$ cat config.mk
export PLATFORM = sky130hd
export DESIGN_NAME = keypad_scanner_4x4
export DESIGN_NICKNAME = d
export VERILOG_FILES = /design/src/rtl/keypad_pkg.sv /design/src/rtl/keypad_scan_tick.sv /design/src/rtl/keypad_scanner_4x4.sv
export SDC_FILE = /design/constraint.sdc
export NUM_CORES = 1
export LEC_CHECK = 0
export ABC_AREA = 1
export BUFFER_PORTS_ARGS = -buffer_cell sky130_fd_sc_hd__buf_2
export CORE_AREA = 10 10 105 107
export DETAILED_ROUTE_END_ITERATION = 8
export DIE_AREA = 0 0 115 117
export SKIP_LAST_GASP = 1
export SLEW_MARGIN = 15
export SYNTH_ARGS = -nofsm -noshare
export SYNTH_HDL_FRONTEND = slang
export SYNTH_SLANG_ARGS = --single-unit
$ cat constraint.sdc
create_clock -name clk -period 5.1 [get_ports clk]
set_input_delay 0 -clock clk [delete_from_list [all_inputs] [get_ports clk]]
set_output_delay 0 -clock clk [all_outputs]
set_load 0.1 [all_outputs]
$ cat src/rtl/keypad_pkg.sv
// Shared keypad scanner definitions: FSM state codes, column one-hots, autorepeat timing.
// No logic; constants and a one-hot helper only.
package keypad_pkg;

  typedef logic [1:0] state_t;

  localparam state_t ST_SCAN     = 2'd0;
  localparam state_t ST_DEBOUNCE = 2'd1;
  localparam state_t ST_PRESSED  = 2'd2;
  localparam state_t ST_RELEASE  = 2'd3;

  localparam logic [3:0] COL0 = 4'b0001;
  localparam logic [3:0] COL1 = 4'b0010;
  localparam logic [3:0] COL2 = 4'b0100;
  localparam logic [3:0] COL3 = 4'b1000;

  localparam logic [7:0] KEY_NONE = 8'h00;

  // Autorepeat timing in dwell ticks: first repeat, then the repeat period.
  localparam int unsigned REP_FIRST = 64;
  localparam int unsigned REP_NEXT  = 16;

  function automatic logic one_hot4(input logic [3:0] v);
    return (v != 4'd0) && ((v & (v - 4'd1)) == 4'd0);
  endfunction

endpackage

$ cat src/rtl/keypad_scan_tick.sv
// Dwell timer: free-running SCAN_DIV-cycle period, tick high in the last cycle of each dwell.
// Latency: tick every SCAN_DIV cycles from reset release; no backpressure.
module keypad_scan_tick #(
  parameter int unsigned SCAN_DIV = 1000
) (
  input  logic clk,
  input  logic rst,
  output logic tick
);

  localparam logic [15:0] LAST = 16'(SCAN_DIV - 1);

  logic [15:0] cnt;

  always_ff @(posedge clk) begin
    if (rst) begin
      cnt <= 16'd0;
    end else if (tick) begin
      cnt <= 16'd0;
    end else begin
      cnt <= cnt + 16'd1;
    end
  end

  assign tick = (cnt == LAST);

endmodule

$ cat src/rtl/keypad_scanner_4x4.sv
// 4x4 keypad scanner: rotates column drive, debounces one-hot row sense, strobes {row,col} key code.
// Latency: 2 sync cycles + rest of dwell + DEBOUNCE_CNT dwells; no backpressure (key_valid is a strobe).
// Optional KEYPAD_SCAN_AUTOREPEAT_EN re-strobes a held key after 64 ticks, then every 16 ticks.
module keypad_scanner_4x4
  import keypad_pkg::*;
#(
  parameter int unsigned SCAN_DIV     = 1000,
  parameter int unsigned DEBOUNCE_CNT = 8
) (
  input  logic       clk,
  input  logic       rst,
  input  logic [3:0] row_in,
  output logic [3:0] col_drive,
  output logic [7:0] key_data,
  output logic       key_valid,
  output logic       key_held
);

  localparam logic [7:0] DEB_LAST = 8'(DEBOUNCE_CNT);

  logic [3:0] rs_meta;
  logic [3:0] rs;
  logic       tick;
  state_t     state;
  logic [3:0] cap_row;
  logic [7:0] deb_cnt;
  logic [7:0] deb_nxt;
  logic [3:0] col_next;

`ifdef KEYPAD_SCAN_AUTOREPEAT_EN
  logic [6:0] rep_cnt;
  logic [6:0] rep_nxt;
  assign rep_nxt = rep_cnt + 7'd1;
`endif

  keypad_scan_tick #(
    .SCAN_DIV (SCAN_DIV)
  ) u_tick (
    .clk  (clk),
    .rst  (rst),
    .tick (tick)
  );

  assign deb_nxt  = deb_cnt + 8'd1;
  assign col_next = {col_drive[2:0], col_drive[3]};

  always_ff @(posedge clk) begin
    if (rst) begin
      rs_meta   <= 4'd0;
      rs        <= 4'd0;
      state     <= ST_SCAN;
      col_drive <= COL0;
      cap_row   <= 4'd0;
      deb_cnt   <= 8'd0;
      key_data  <= KEY_NONE;
      key_valid <= 1'b0;
      key_held  <= 1'b0;
`ifdef KEYPAD_SCAN_AUTOREPEAT_EN
      rep_cnt   <= 7'd0;
`endif
    end else begin
      rs_meta   <= row_in;
      rs        <= rs_meta;
      key_valid <= 1'b0;
`ifdef KEYPAD_SCAN_AUTOREPEAT_EN
      if (state != ST_PRESSED) begin
        rep_cnt <= 7'd0;
      end
`endif
      if (tick) begin
        case (state)
          ST_SCAN: begin
            // Zero or multi-bit rows are treated as no key and scanning continues.
            if (one_hot4(rs)) begin
              cap_row <= rs;
              deb_cnt <= 8'd0;
              state   <= ST_DEBOUNCE;
            end else begin
              col_drive <= col_next;
            end
          end
          ST_DEBOUNCE: begin
            if (rs == cap_row) begin
              deb_cnt <= deb_nxt;
              if (deb_nxt == DEB_LAST) begin
                key_data  <= {cap_row, col_drive};
                key_valid <= 1'b1;
                key_held  <= 1'b1;
                state     <= ST_PRESSED;
              end
            end else begin
              col_drive <= col_next;
              state     <= ST_SCAN;
            end
          end
          ST_PRESSED: begin
            if (rs == 4'd0) begin
              deb_cnt <= 8'd0;
              state   <= ST_RELEASE;
            end
`ifdef KEYPAD_SCAN_AUTOREPEAT_EN
            else if (rep_nxt == 7'(REP_FIRST)) begin
              // Rewind so the next hit is REP_NEXT ticks away.
              key_valid <= 1'b1;
              rep_cnt   <= 7'(REP_FIRST - REP_NEXT);
            end else begin
              rep_cnt <= rep_nxt;
            end
`endif
          end
          ST_RELEASE: begin
            if (rs == 4'd0) begin
              deb_cnt <= deb_nxt;
              if (deb_nxt == DEB_LAST) begin
                key_held  <= 1'b0;
                col_drive <= col_next;
                state     <= ST_SCAN;
              end
            end else begin
              state <= ST_PRESSED;
            end
          end
          default: state <= ST_SCAN;
        endcase
      end
    end
  end

endmodule

==> results.tsv <==
metric	value	unit
status	finished, final reports clean	
drcViolationCount	0	
dr.pass1.iters	4	
num_rows	35	
cts_num_sinks	52	
gp_congestion	0.803	
placed_area	0.00280	sq mm
synth.distinct_cells	33	
io_pins	20	
drv_slew	0	
worstSetupEndpointType	flop	
synth_compound_area_share	8.70	%
peakVddDrop	0.102	mV
final_cell_area	0.00295	sq mm
yosys_warnings	0	
startpoint_type	flop	
critPathArrivalTime	2.15	ns
path_class	flop to flop	
core_area	0.00902	sq mm
cts_tree	built	
synth_edf_count	0	
wire_per_inst	10.4	um
hpwl	3.87	mm
clock_latency	0.31	ns
vias	2170	
cp.required	5.31	ns
syn_inst	363	
synth_flop_cell	dfxtp_1	
die-height	117	um
period_needed	1.94	ns
tns	0	ns
drv_cap	0	
synth_xor_area_share	2.34	%
path_clk_slew	0.10	ns
area_growth	12.9	%
die_x	115	um
synthAdderAreaFrac	1.43	%
path_common_cell	nor2_1	
gr-total-overflow	0	
wl	5.17	mm
cts_hold_buf	4	
place_ws	3.15	ns
cts.htree.levels	2	
antenna_found_initial	0	
cellLeakagePower	1.37	nW
max_freq	516	MHz
netlist_area	0.00262	sq mm
layout.nets	396	
drt-initial-drc-count	81	
hold_viol	0	
grt_pass1_wl	9.01	mm
grt_max_degree	21	
fin_ws	3.16	ns
synth_area_per_cell	7.21	sq um
n_antenna_cell	0	
grt_usage	7.93	%
powerDensity	249	mW/mm^2
ant_nets	0	
synth-simple-area-share	37.6	%
worst_pin_slew	0.582	ns
ctsRootBufferMaster	clkbuf_8	
postCtsSetupBuffers	0	
reg2reg_slack	3.16	ns
portBuffers	19	
critPathSlowestCell	dfxtp_1	
synth-seq-area-share	39.8	%
cts_resized	0	
clk_path_buf_depth	2	
rsz0062_at_grt	false	
grt_pass1_vias	2033	
synth_nets	372	
ys_ff_latch	52	
async_flop_share	0	%
finalSetupViolations	0	
hp-class	primary input to flop	
synth_top_family_by_area	simple AND/OR/NAND/NOR gates	
numCtsBuffers	5	
die_area	0.0135	sq mm
relSlewSlack	61.2	%
via_per_inst	4.35	
fin_skew	0.00580	ns
initial_core_util	29.0	%
drive_above_1_share	13.1	%
crit_chain	ha_1 > nand2_1 > nor3_1 > nand2_2 > nor2_8 > nor2_1 > inv_1 > nor2_1 > o21a_1	
slowest_delay	0.36	ns
path_max_fanout	11	
post-route-period-util	38.0	%
synth_mux_area_share	0	%
==> cell usage in the layout, fill, tap and decap left out, types with 2 or more instances in the layout <==
cell	synthesis	layout
a21oi_1	19	19
buf_2	1	19
clkbuf_8	2	5
dfxtp_1	52	52
dlygate4sd3_1	0	4
ha_1	3	3
inv_1	54	54
inv_2	3	3
nand2_1	76	76
nand2_2	3	3
nand2_4	2	2
nand3_1	13	13
nand3_2	5	5
nand3b_1	2	2
nand4_1	13	13
nor2_1	68	68
nor2_8	3	3
nor3_1	5	5
nor3_2	3	3
o21a_1	2	2
o21ai_0	15	15
xor2_1	6	6
==> registers in the layout, summed over array words and instances, names as in the netlist <==
signal,count
key_data,8
u_tick.cnt,16
col_drive,4
rs,4
key_valid,1
state,2
cap_row,4
key_held,1
deb_cnt,8
rs_meta,4
==> cells by family after synthesis <==
kind of cell               after synthesis
AOI/OAI and AO/OA                       39
DFF                                     52
and+or+nand+nor                        199
xor gates and xnor gates                 7
adders and majority gates                3
buffers and inverters                   63
==> per-stage QoR <==
stage	total power [W]	hold WS [ns]	util, %	instances
after detailed placement	0.000453	0.206	31.0	487
after floorplan	0.000448	0.107	-	363
after global routing	0.000769	0.0732	32.7	499
after CTS	0.000748	0.0695	32.7	499
after global placement	0.000453	0.204	31.0	487
final	0.000735	0.0717	32.7	499
==> worst paths after layout <==
check | from | endpoint | depth (start not counted)
worst max register to register | u_tick.cnt[0]$_SDFF_PP0_ | u_tick.cnt[10]$_SDFF_PP0_ | 9
worst max-delay path | u_tick.cnt[0]$_SDFF_PP0_ | u_tick.cnt[10]$_SDFF_PP0_ | 9
worst min-delay path | rst | rs_meta[1]$_SDFF_PP0_ | 2
worst min register to register | rs_meta[2]$_SDFF_PP0_ | rs[2]$_SDFF_PP0_ | 2
==> where the power goes <==
part           switching, W  total (W)  internal (W)
clock network      0.000141   0.000290      0.000149
registers        0.00000290   0.000414      0.000411
logic             0.0000208  0.0000320     0.0000112
==> layer usage <==
layer | routed length, um | GRT usage (%)
met1 | 2610 | 9.68
met2 | 2420 | 13.4
met3 | 89 | 1.99
met4 | 57 | 2.39
met5 | 0 | 0
==> cell type report <==
cell class / count / area, sq um
fillers: 975 / 6070
multi-input cells: 248 / 1310
flip-flops and latches: 52 / 1040
inverters: 57 / 214
well taps: 111 / 139
repair buffers: 23 / 135
clock buffers: 5 / 68.8
clock inverters: 3 / 46.3
==> worst max-delay path: cells and delay by family (launching register included) <==
| kind | cells | cell delay (ns) |
|---|---|---|
| adders and majority gates | 1 | 0.22 |
| DFF | 1 | 0.36 |
| AOI/OAI and AO/OA | 1 | 0.11 |
| and+or+nand+nor | 6 | 0.83 |
| buffers and inverters | 1 | 0.32 |
==> cell usage after synthesis (2+ instances only) <==
library cell | instances | area [sq um]
nor3_1 | 5 | 25.0
ha_1 | 3 | 37.5
xor2_1 | 6 | 52.6
nand3_1 | 13 | 65.1
nand3_2 | 5 | 50.1
dfxtp_1 | 52 | 1040
nand2_2 | 3 | 18.8
clkbuf_1 | 2 | 7.51
nand2_1 | 76 | 285
clkbuf_8 | 2 | 27.5
nor3_2 | 3 | 30.0
nand2_4 | 2 | 22.5
nor2_1 | 68 | 255
nand3b_1 | 2 | 15.0
a21oi_1 | 19 | 95.1
o21a_1 | 2 | 15.0
inv_2 | 3 | 11.3
nor2_8 | 3 | 60.1
o21ai_0 | 15 | 75.1
nand4_1 | 13 | 81.3
inv_1 | 54 | 203
Note: power is estimated with default switching activity, not from simulation.
